## src/rtl/acc_bank_pkg.sv

```systemverilog
// Shared definitions for the accumulator bank: operation encoding, flag bit
// positions and the channel-select width helper.
package acc_bank_pkg;

    typedef enum logic [1:0] {
        OP_LOAD  = 2'b00,
        OP_ADD   = 2'b01,
        OP_SUB   = 2'b10,
        OP_CLEAR = 2'b11
    } op_e;

    localparam int FLAG_ZERO  = 0;
    localparam int FLAG_NEG   = 1;
    localparam int FLAG_CARRY = 2;
    localparam int FLAG_OVF   = 3;

    // A single-channel bank still needs a one-bit select.
    function automatic int cw_of(input int n);
        return (n <= 1) ? 1 : $clog2(n);
    endfunction

endpackage

```

## src/rtl/acc_bank_if.sv

```systemverilog
// Operation/read bus of the accumulator bank; master issues operations,
// slave is the bank itself.
interface acc_bank_if #(
    parameter int WIDTH = 16,
    parameter int CW    = 2
);
    logic             acc_enable;
    logic [1:0]       op;
    logic [CW-1:0]    ch_sel;
    logic [WIDTH-1:0] data_in;
    logic [CW-1:0]    rd_sel;
    logic [WIDTH-1:0] data_out;
    logic [3:0]       flags;
    logic             done;
    logic             err;

    modport master (
        output acc_enable, op, ch_sel, data_in, rd_sel,
        input  data_out, flags, done, err
    );

    modport slave (
        input  acc_enable, op, ch_sel, data_in, rd_sel,
        output data_out, flags, done, err
    );
endinterface

```

## src/rtl/acc_bank_alu.sv

```systemverilog
// Combinational result/flag computation for one accumulator operation.
// Optional macro ACC_BANK_SAT_EN clamps signed overflow of ADD/SUB.
module acc_bank_alu
    import acc_bank_pkg::*;
#(
    parameter int WIDTH = 16
) (
    input  op_e              op,
    input  logic [WIDTH-1:0] cur,
    input  logic [WIDTH-1:0] operand,
    output logic [WIDTH-1:0] result,
    output logic [3:0]       flags
);
    localparam int MSB = WIDTH - 1;

    logic [WIDTH:0]   sum_s;
    logic [WIDTH-1:0] raw_s;
    logic             carry_s;
    logic             ovf_s;

    // Raw arithmetic; the extra sum bit is carry-out for ADD and borrow for SUB.
    always_comb begin
        sum_s   = '0;
        raw_s   = '0;
        carry_s = 1'b0;
        ovf_s   = 1'b0;
        case (op)
            OP_LOAD: raw_s = operand;
            OP_ADD: begin
                sum_s   = {1'b0, cur} + {1'b0, operand};
                raw_s   = sum_s[WIDTH-1:0];
                carry_s = sum_s[WIDTH];
                ovf_s   = (cur[MSB] == operand[MSB]) && (raw_s[MSB] != cur[MSB]);
            end
            OP_SUB: begin
                sum_s   = {1'b0, cur} - {1'b0, operand};
                raw_s   = sum_s[WIDTH-1:0];
                carry_s = sum_s[WIDTH];
                ovf_s   = (cur[MSB] != operand[MSB]) && (raw_s[MSB] != cur[MSB]);
            end
            OP_CLEAR: raw_s = '0;
            default:  raw_s = '0;
        endcase
    end

`ifdef ACC_BANK_SAT_EN
    // Overflow direction follows the sign of the current value.
    always_comb begin
        if (ovf_s) begin
            result = cur[MSB] ? {1'b1, {(WIDTH-1){1'b0}}} : {1'b0, {(WIDTH-1){1'b1}}};
        end else begin
            result = raw_s;
        end
    end
`else
    // Wrapping build: the raw modular result is written as-is.
    always_comb begin
        result = raw_s;
    end
`endif

    // Flags describe the value actually written.
    always_comb begin
        flags             = 4'b0000;
        flags[FLAG_ZERO]  = (result == '0);
        flags[FLAG_NEG]   = result[MSB];
        flags[FLAG_CARRY] = carry_s;
        flags[FLAG_OVF]   = ovf_s;
    end

endmodule

```

## src/rtl/acc_bank.sv

```systemverilog
// Bank of CHANNELS accumulators with registered flags, done pulse and sticky
// error. Build with ACC_BANK_SAT_EN for saturating ADD/SUB.
module acc_bank
    import acc_bank_pkg::*;
#(
    parameter int WIDTH    = 16,
    parameter int CHANNELS = 4
) (
    input logic       clk,
    input logic       reset,
    acc_bank_if.slave bus
);
    localparam int            CW     = cw_of(CHANNELS);
    localparam logic [CW:0]   CH_LIM = (CW + 1)'(CHANNELS);

    logic [WIDTH-1:0] acc_r [CHANNELS];
    logic [3:0]       flags_r;
    logic             done_r;
    logic             err_r;

    logic             ch_ok_s;
    logic [WIDTH-1:0] cur_s;
    logic [WIDTH-1:0] rd_data_s;
    logic [WIDTH-1:0] alu_result_s;
    logic [3:0]       alu_flags_s;

    assign ch_ok_s = ({1'b0, bus.ch_sel} < CH_LIM);

    // Select operand and read data; out-of-range selects match nothing and give zero.
    always_comb begin
        cur_s     = '0;
        rd_data_s = '0;
        for (int i = 0; i < CHANNELS; i++) begin
            cur_s     = cur_s     | ((bus.ch_sel == CW'(i)) ? acc_r[i] : '0);
            rd_data_s = rd_data_s | ((bus.rd_sel == CW'(i)) ? acc_r[i] : '0);
        end
    end

    acc_bank_alu #(.WIDTH(WIDTH)) u_alu (
        .op      (op_e'(bus.op)),
        .cur     (cur_s),
        .operand (bus.data_in),
        .result  (alu_result_s),
        .flags   (alu_flags_s)
    );

    // Accumulator array, flags, done pulse and sticky error.
    always_ff @(posedge clk or posedge reset) begin
        if (reset) begin
            for (int i = 0; i < CHANNELS; i++) begin
                acc_r[i] <= '0;
            end
            flags_r <= 4'b0000;
            done_r  <= 1'b0;
            err_r   <= 1'b0;
        end else begin
            done_r <= 1'b0;
            if (bus.acc_enable) begin
                if (ch_ok_s) begin
                    for (int i = 0; i < CHANNELS; i++) begin
                        if (bus.ch_sel == CW'(i)) begin
                            acc_r[i] <= alu_result_s;
                        end
                    end
                    flags_r <= alu_flags_s;
                    done_r  <= 1'b1;
                end else begin
                    err_r <= 1'b1;
                end
            end
        end
    end

    assign bus.data_out = rd_data_s;
    assign bus.flags    = flags_r;
    assign bus.done     = done_r;
    assign bus.err      = err_r;

endmodule

```

## src/flat_wrapper.sv

```systemverilog
// flat-port wrapper written by rule: the top's interface ports become plain ports
module acc_bank_flat import acc_bank_pkg::*;
#(
    parameter int WIDTH    = 16,
    parameter int CHANNELS = 4
)
  (clk, reset, bus_acc_enable, bus_op, bus_ch_sel, bus_data_in, bus_rd_sel, bus_data_out, bus_flags, bus_done, bus_err);
  acc_bank_if #(.WIDTH(WIDTH), .CW(2)) bus_i ();
  input logic clk;
  input logic reset;
  input wire logic [$bits(bus_i.acc_enable)-1:0] bus_acc_enable;
  input wire logic [$bits(bus_i.op)-1:0] bus_op;
  input wire logic [$bits(bus_i.ch_sel)-1:0] bus_ch_sel;
  input wire logic [$bits(bus_i.data_in)-1:0] bus_data_in;
  input wire logic [$bits(bus_i.rd_sel)-1:0] bus_rd_sel;
  output wire logic [$bits(bus_i.data_out)-1:0] bus_data_out;
  output wire logic [$bits(bus_i.flags)-1:0] bus_flags;
  output wire logic [$bits(bus_i.done)-1:0] bus_done;
  output wire logic [$bits(bus_i.err)-1:0] bus_err;
  assign bus_i.acc_enable = bus_acc_enable;
  assign bus_i.op = bus_op;
  assign bus_i.ch_sel = bus_ch_sel;
  assign bus_i.data_in = bus_data_in;
  assign bus_i.rd_sel = bus_rd_sel;
  assign bus_data_out = bus_i.data_out;
  assign bus_flags = bus_i.flags;
  assign bus_done = bus_i.done;
  assign bus_err = bus_i.err;
  acc_bank #(.WIDTH(WIDTH), .CHANNELS(CHANNELS)) u_core (.clk(clk), .reset(reset), .bus(bus_i));
endmodule
```

## config.mk

```make
export PLATFORM = sky130hd
export DESIGN_NAME = acc_bank_flat
export DESIGN_NICKNAME = d
export VERILOG_FILES = /design/src/rtl/acc_bank_pkg.sv /design/src/rtl/acc_bank_if.sv /design/src/rtl/acc_bank_alu.sv /design/src/rtl/acc_bank.sv /design/src/flat_wrapper.sv
export SDC_FILE = /design/constraint.sdc
export NUM_CORES = 1
export LEC_CHECK = 0
export ABC_AREA = 1
export BUFFER_PORTS_ARGS = -buffer_cell sky130_fd_sc_hd__buf_2
export CORE_MARGIN = 2
export CORE_UTILIZATION = 31
export CTS_CLUSTER_SIZE = 20
export DETAILED_ROUTE_END_ITERATION = 7
export GPL_TIMING_DRIVEN = 0
export HOLD_SLACK_MARGIN = 0.1
export SETUP_SLACK_MARGIN = 0.05
export SYNTH_ARGS = -nofsm -noshare
export SYNTH_HDL_FRONTEND = slang
export SYNTH_SLANG_ARGS = --single-unit
```

## constraint.sdc

```tcl
create_clock -name clk -period 5.7 [get_ports clk]
set_clock_uncertainty 0.1 [all_clocks]
set_input_delay 1.14 -clock clk [delete_from_list [all_inputs] [get_ports clk]]
set_output_delay 1.14 -clock clk [all_outputs]
set_load 0.01 [all_outputs]
```

==> results.toml <==
[status]
status = "finished, final reports clean"

[power]
power.net_switching_mw = 0.9365
pwr_dens_nw_per_um2 = 328.2
power_report.internal_total_mw = 1.277
peakVddDrop_v = 0.0001848
pwr-share-comb_pct = 44.3
p_sw_share_pct = 42.31
clock_power_share_pct = 25.6
power.sequential.fraction_pct = 30.1
totalPowerFinal_mw = 2.213
leakagePower_nw = 3.553

[sta]
worst-slew-pin-transition_ps = 875.8
period_needed_ps = 4495
max_freq_ghz = 0.2225
grt_setup_unrepaired = "false"
period_share_pct = 78.86
timing_hold_violations_final = 0
finalHoldWorstSlack_ps = 375.6
max_slew_margin_pct = 41.61
report.final.setup_viol = 0
tns_ps = 0
slew_viols_final = 0

[setup_path]
endpoint_type_of_the_worst_setup_path = "flip-flop"
crit_slowest_cell = "sky130_fd_sc_hd__clkbuf_1"
path_cells = "buf_2 > nor2_1 > inv_1 > clkbuf_1 > o22ai_1 > nor2_1 > inv_1 > ha_1 > fa_1 > nand2_1 > nand2_1 > nand3_1 > nand2_1 > nand2_1 > nand3_1 > nand2_1 > nand2_1 > o21ai_0 > inv_1 > o21ai_0"
cp_num_buf_inv = 5
delay_heaviest_family_cp = "simple AND/OR/NAND/NOR gates"
cp_common_cell = "sky130_fd_sc_hd__nand2_1"
worst_path_largest_cell_delay_ps = 520
criticalPathCategory = "in2reg"
required_time_worst_endpoint_ps = 5850
crit_path_max_fanout = 10
worst_setup_sp_type = "primary input"
arrival_ps = 4650

[grt]
gr-max-usage-layer = "met2"
global_route.usage.met3_pct = 1.750
gr-usage-met1_pct = 26.54
grt_antenna_before_repair = 0
groute.usage.overall_pct = 19.72
grt_max_degree = 70
grt.overflow.total = 0
first_global_vias = 5843
grtUsageMet2_pct = 33.56
grt_first_pass_wirelength_mm = 30.83

[finish]
n_fill_cell = 2042
layout.cells.most_common_list = "297 x sky130_fd_sc_hd__nand2_1, 130 x sky130_fd_sc_hd__inv_1, 80 x sky130_fd_sc_hd__o21ai_0"
seq_area_um2 = 1727
area_delta_synth_final_pct = 13.88
final_nets = 1049
mostFrequentLayoutCell = "sky130_fd_sc_hd__nand2_1"
multi_input_comb_area_um2 = 3435
antenna_cells_inserted = 0
share_of_post_route_cells_with_drive_strength_above_1_pct = 13.25

[floorplan]
coreArea_um2 = 18710
die_w_um = 142.2
initial_utilization_pct = 31.67
floorplan.die_area_um2 = 20230
fp.dieH_um = 142.2
rows = 50
i_o_pin_total = 47

[yosys]
synth_area_per_cell_um2 = 6.383
postSynthRegisterBits = 69
yosysWarnings = 0
netlist-cell-type-count = 36
postSynthCellCount = 928
synth-async-reset-ratio_pct = 100.0
synth_nets = 993
ys_seq_area_share_pct = 29.15
synth_area_um2 = 5923
most_used_dff_post_synth = "sky130_fd_sc_hd__dfrtp_1"
number_of_enable_type_register_cells_in_the_synthesized_netlist = 0

[route]
postRouteWirelength_mm = 19.36
initialDrtViolationCount = 543
final_antenna_net_count = 0
vias = 6193
firstDrtPassIters = 5
routed_wl_per_cell_um = 15.83
ratio_of_routed_vias_to_standard_cells = 5.064
detail_route.drc_violations = 0

[cts]
clock_latency_reported_for_the_late_side_of_the_worst_skew_pair_ps = 340
tritoncts_num_sinks = 69
cts_resizes = 0
cts_inserted_buffers = 9
cts-hold-fix-buffers = 0
path_clk_slew_ps = 60
ctsRootBufferMaster = "sky130_fd_sc_hd__clkbuf_16"
clock_tree_from_tritoncts = "built"
htree_num_levels = 3
cts.path.max_buffers = 2
post-cts-setup-buffer-count = 0

[placement]
dp.final_hpwl_mm = 15.04
place.gp.congestion = 0.9004
placement.io_buffers = 45

[worst_hold_path]
worst_hold_path_type = "reg2reg"

[job]
max-cap-violations = 0
-- logic make-up after synthesis --
| group | count (synthesis) | share of synthesized area [%] |
|---|---|---|
| adder cells (fa/ha/maj) | 40 | 8.703 |
| AO/OA/AOI/OAI | 157 | 15.10 |
| other | 1 | 0.06331 |
| flip-flops | 69 | 29.15 |
| buffers and inverters | 188 | 12.86 |
| AND/OR/NAND/NOR | 472 | 33.97 |
| XOR/XNOR | 1 | 0.1479 |
-- stage by stage --
stage | area (µm²) | util (%) | setup WS (ps) | instances
global placement | 6441 | 34.43 | 939.5 | 1207
detailed placement | 6444 | 34.45 | 901.1 | 1207
CTS | 6745 | 36.06 | 1228 | 1223
floorplan | 5923 | - | 2093 | 928
finish | 6745 | 36.06 | 1205 | 1223
global route | 6745 | 36.06 | 957.0 | 1223
-- synth_stat cells (13+ instances only) --
cell type	instances	area, µm²
sky130_fd_sc_hd__o22ai_1	15	93.84
sky130_fd_sc_hd__dfrtp_1	69	1727
sky130_fd_sc_hd__o21ai_0	80	400.4
sky130_fd_sc_hd__inv_1	131	491.7
sky130_fd_sc_hd__nand4_1	15	93.84
sky130_fd_sc_hd__nand2_1	297	1115
sky130_fd_sc_hd__clkbuf_1	19	71.32
sky130_fd_sc_hd__o21ai_1	14	70.07
sky130_fd_sc_hd__nor2_1	47	176.4
sky130_fd_sc_hd__inv_2	20	75.07
sky130_fd_sc_hd__nand2_2	13	81.33
sky130_fd_sc_hd__a21oi_1	26	130.1
sky130_fd_sc_hd__ha_1	38	475.5
sky130_fd_sc_hd__nand3_1	77	385.4
-- final timing paths --
check	start	to	slack [ps]	depth (start not counted)
max in group asynchronous	reset	u_core.acc_r[36]	4040	2
min in group asynchronous	reset	u_core.acc_r[44]	890	2
worst min-delay path	u_core.bus.flags[2]	u_core.bus.flags[2]	380	2
worst min register to register	u_core.bus.flags[2]	u_core.bus.flags[2]	380	2
worst max register to register	u_core.acc_r[48]	u_core.acc_r[54]	2520	17
worst max-delay path	bus_ch_sel[1]	u_core.acc_r[54]	1210	20
-- power groups by stage --
stage                     logic [mW]  clock network, mW  registers [mW]
after floorplan                0.714                  0           0.657
after global placement         0.958                  0           0.669
after detailed placement       0.972                  0           0.670
after CTS                      0.975              0.571           0.664
after global routing            1.11              0.596           0.680
final                          0.980              0.567           0.666
-- layer usage --
layer / routed length (µm) / vias to the layer above
met2: 9262 / 189
met5: 0 / -
met1: 8733 / 2902
li1: - / 3082
met4: 349 / 0
met3: 1013 / 20
-- flip-flops by register name (all words and copies together) (netlist names) --
name              count
u_core.acc_r         64
u_core.bus.done       1
u_core.bus.flags      4
-- layout make-up --
cell class,instances,share of cell area (%)
repair buffers,45,3.339
plain buffers,35,2.782
multi-input cells,671,50.92
well taps,234,4.341
clock inverters,6,0.9275
clock buffers,10,3.543
flip-flops and latches,69,25.60
inverters,153,8.551
-- tightest hold or removal path, cell delays in order, from the launching register on --
cell                      delay (ps)
sky130_fd_sc_hd__dfrtp_1         340
sky130_fd_sc_hd__nand2_1          50
sky130_fd_sc_hd__nand2_1          60
(Power assumes the default switching activity.)
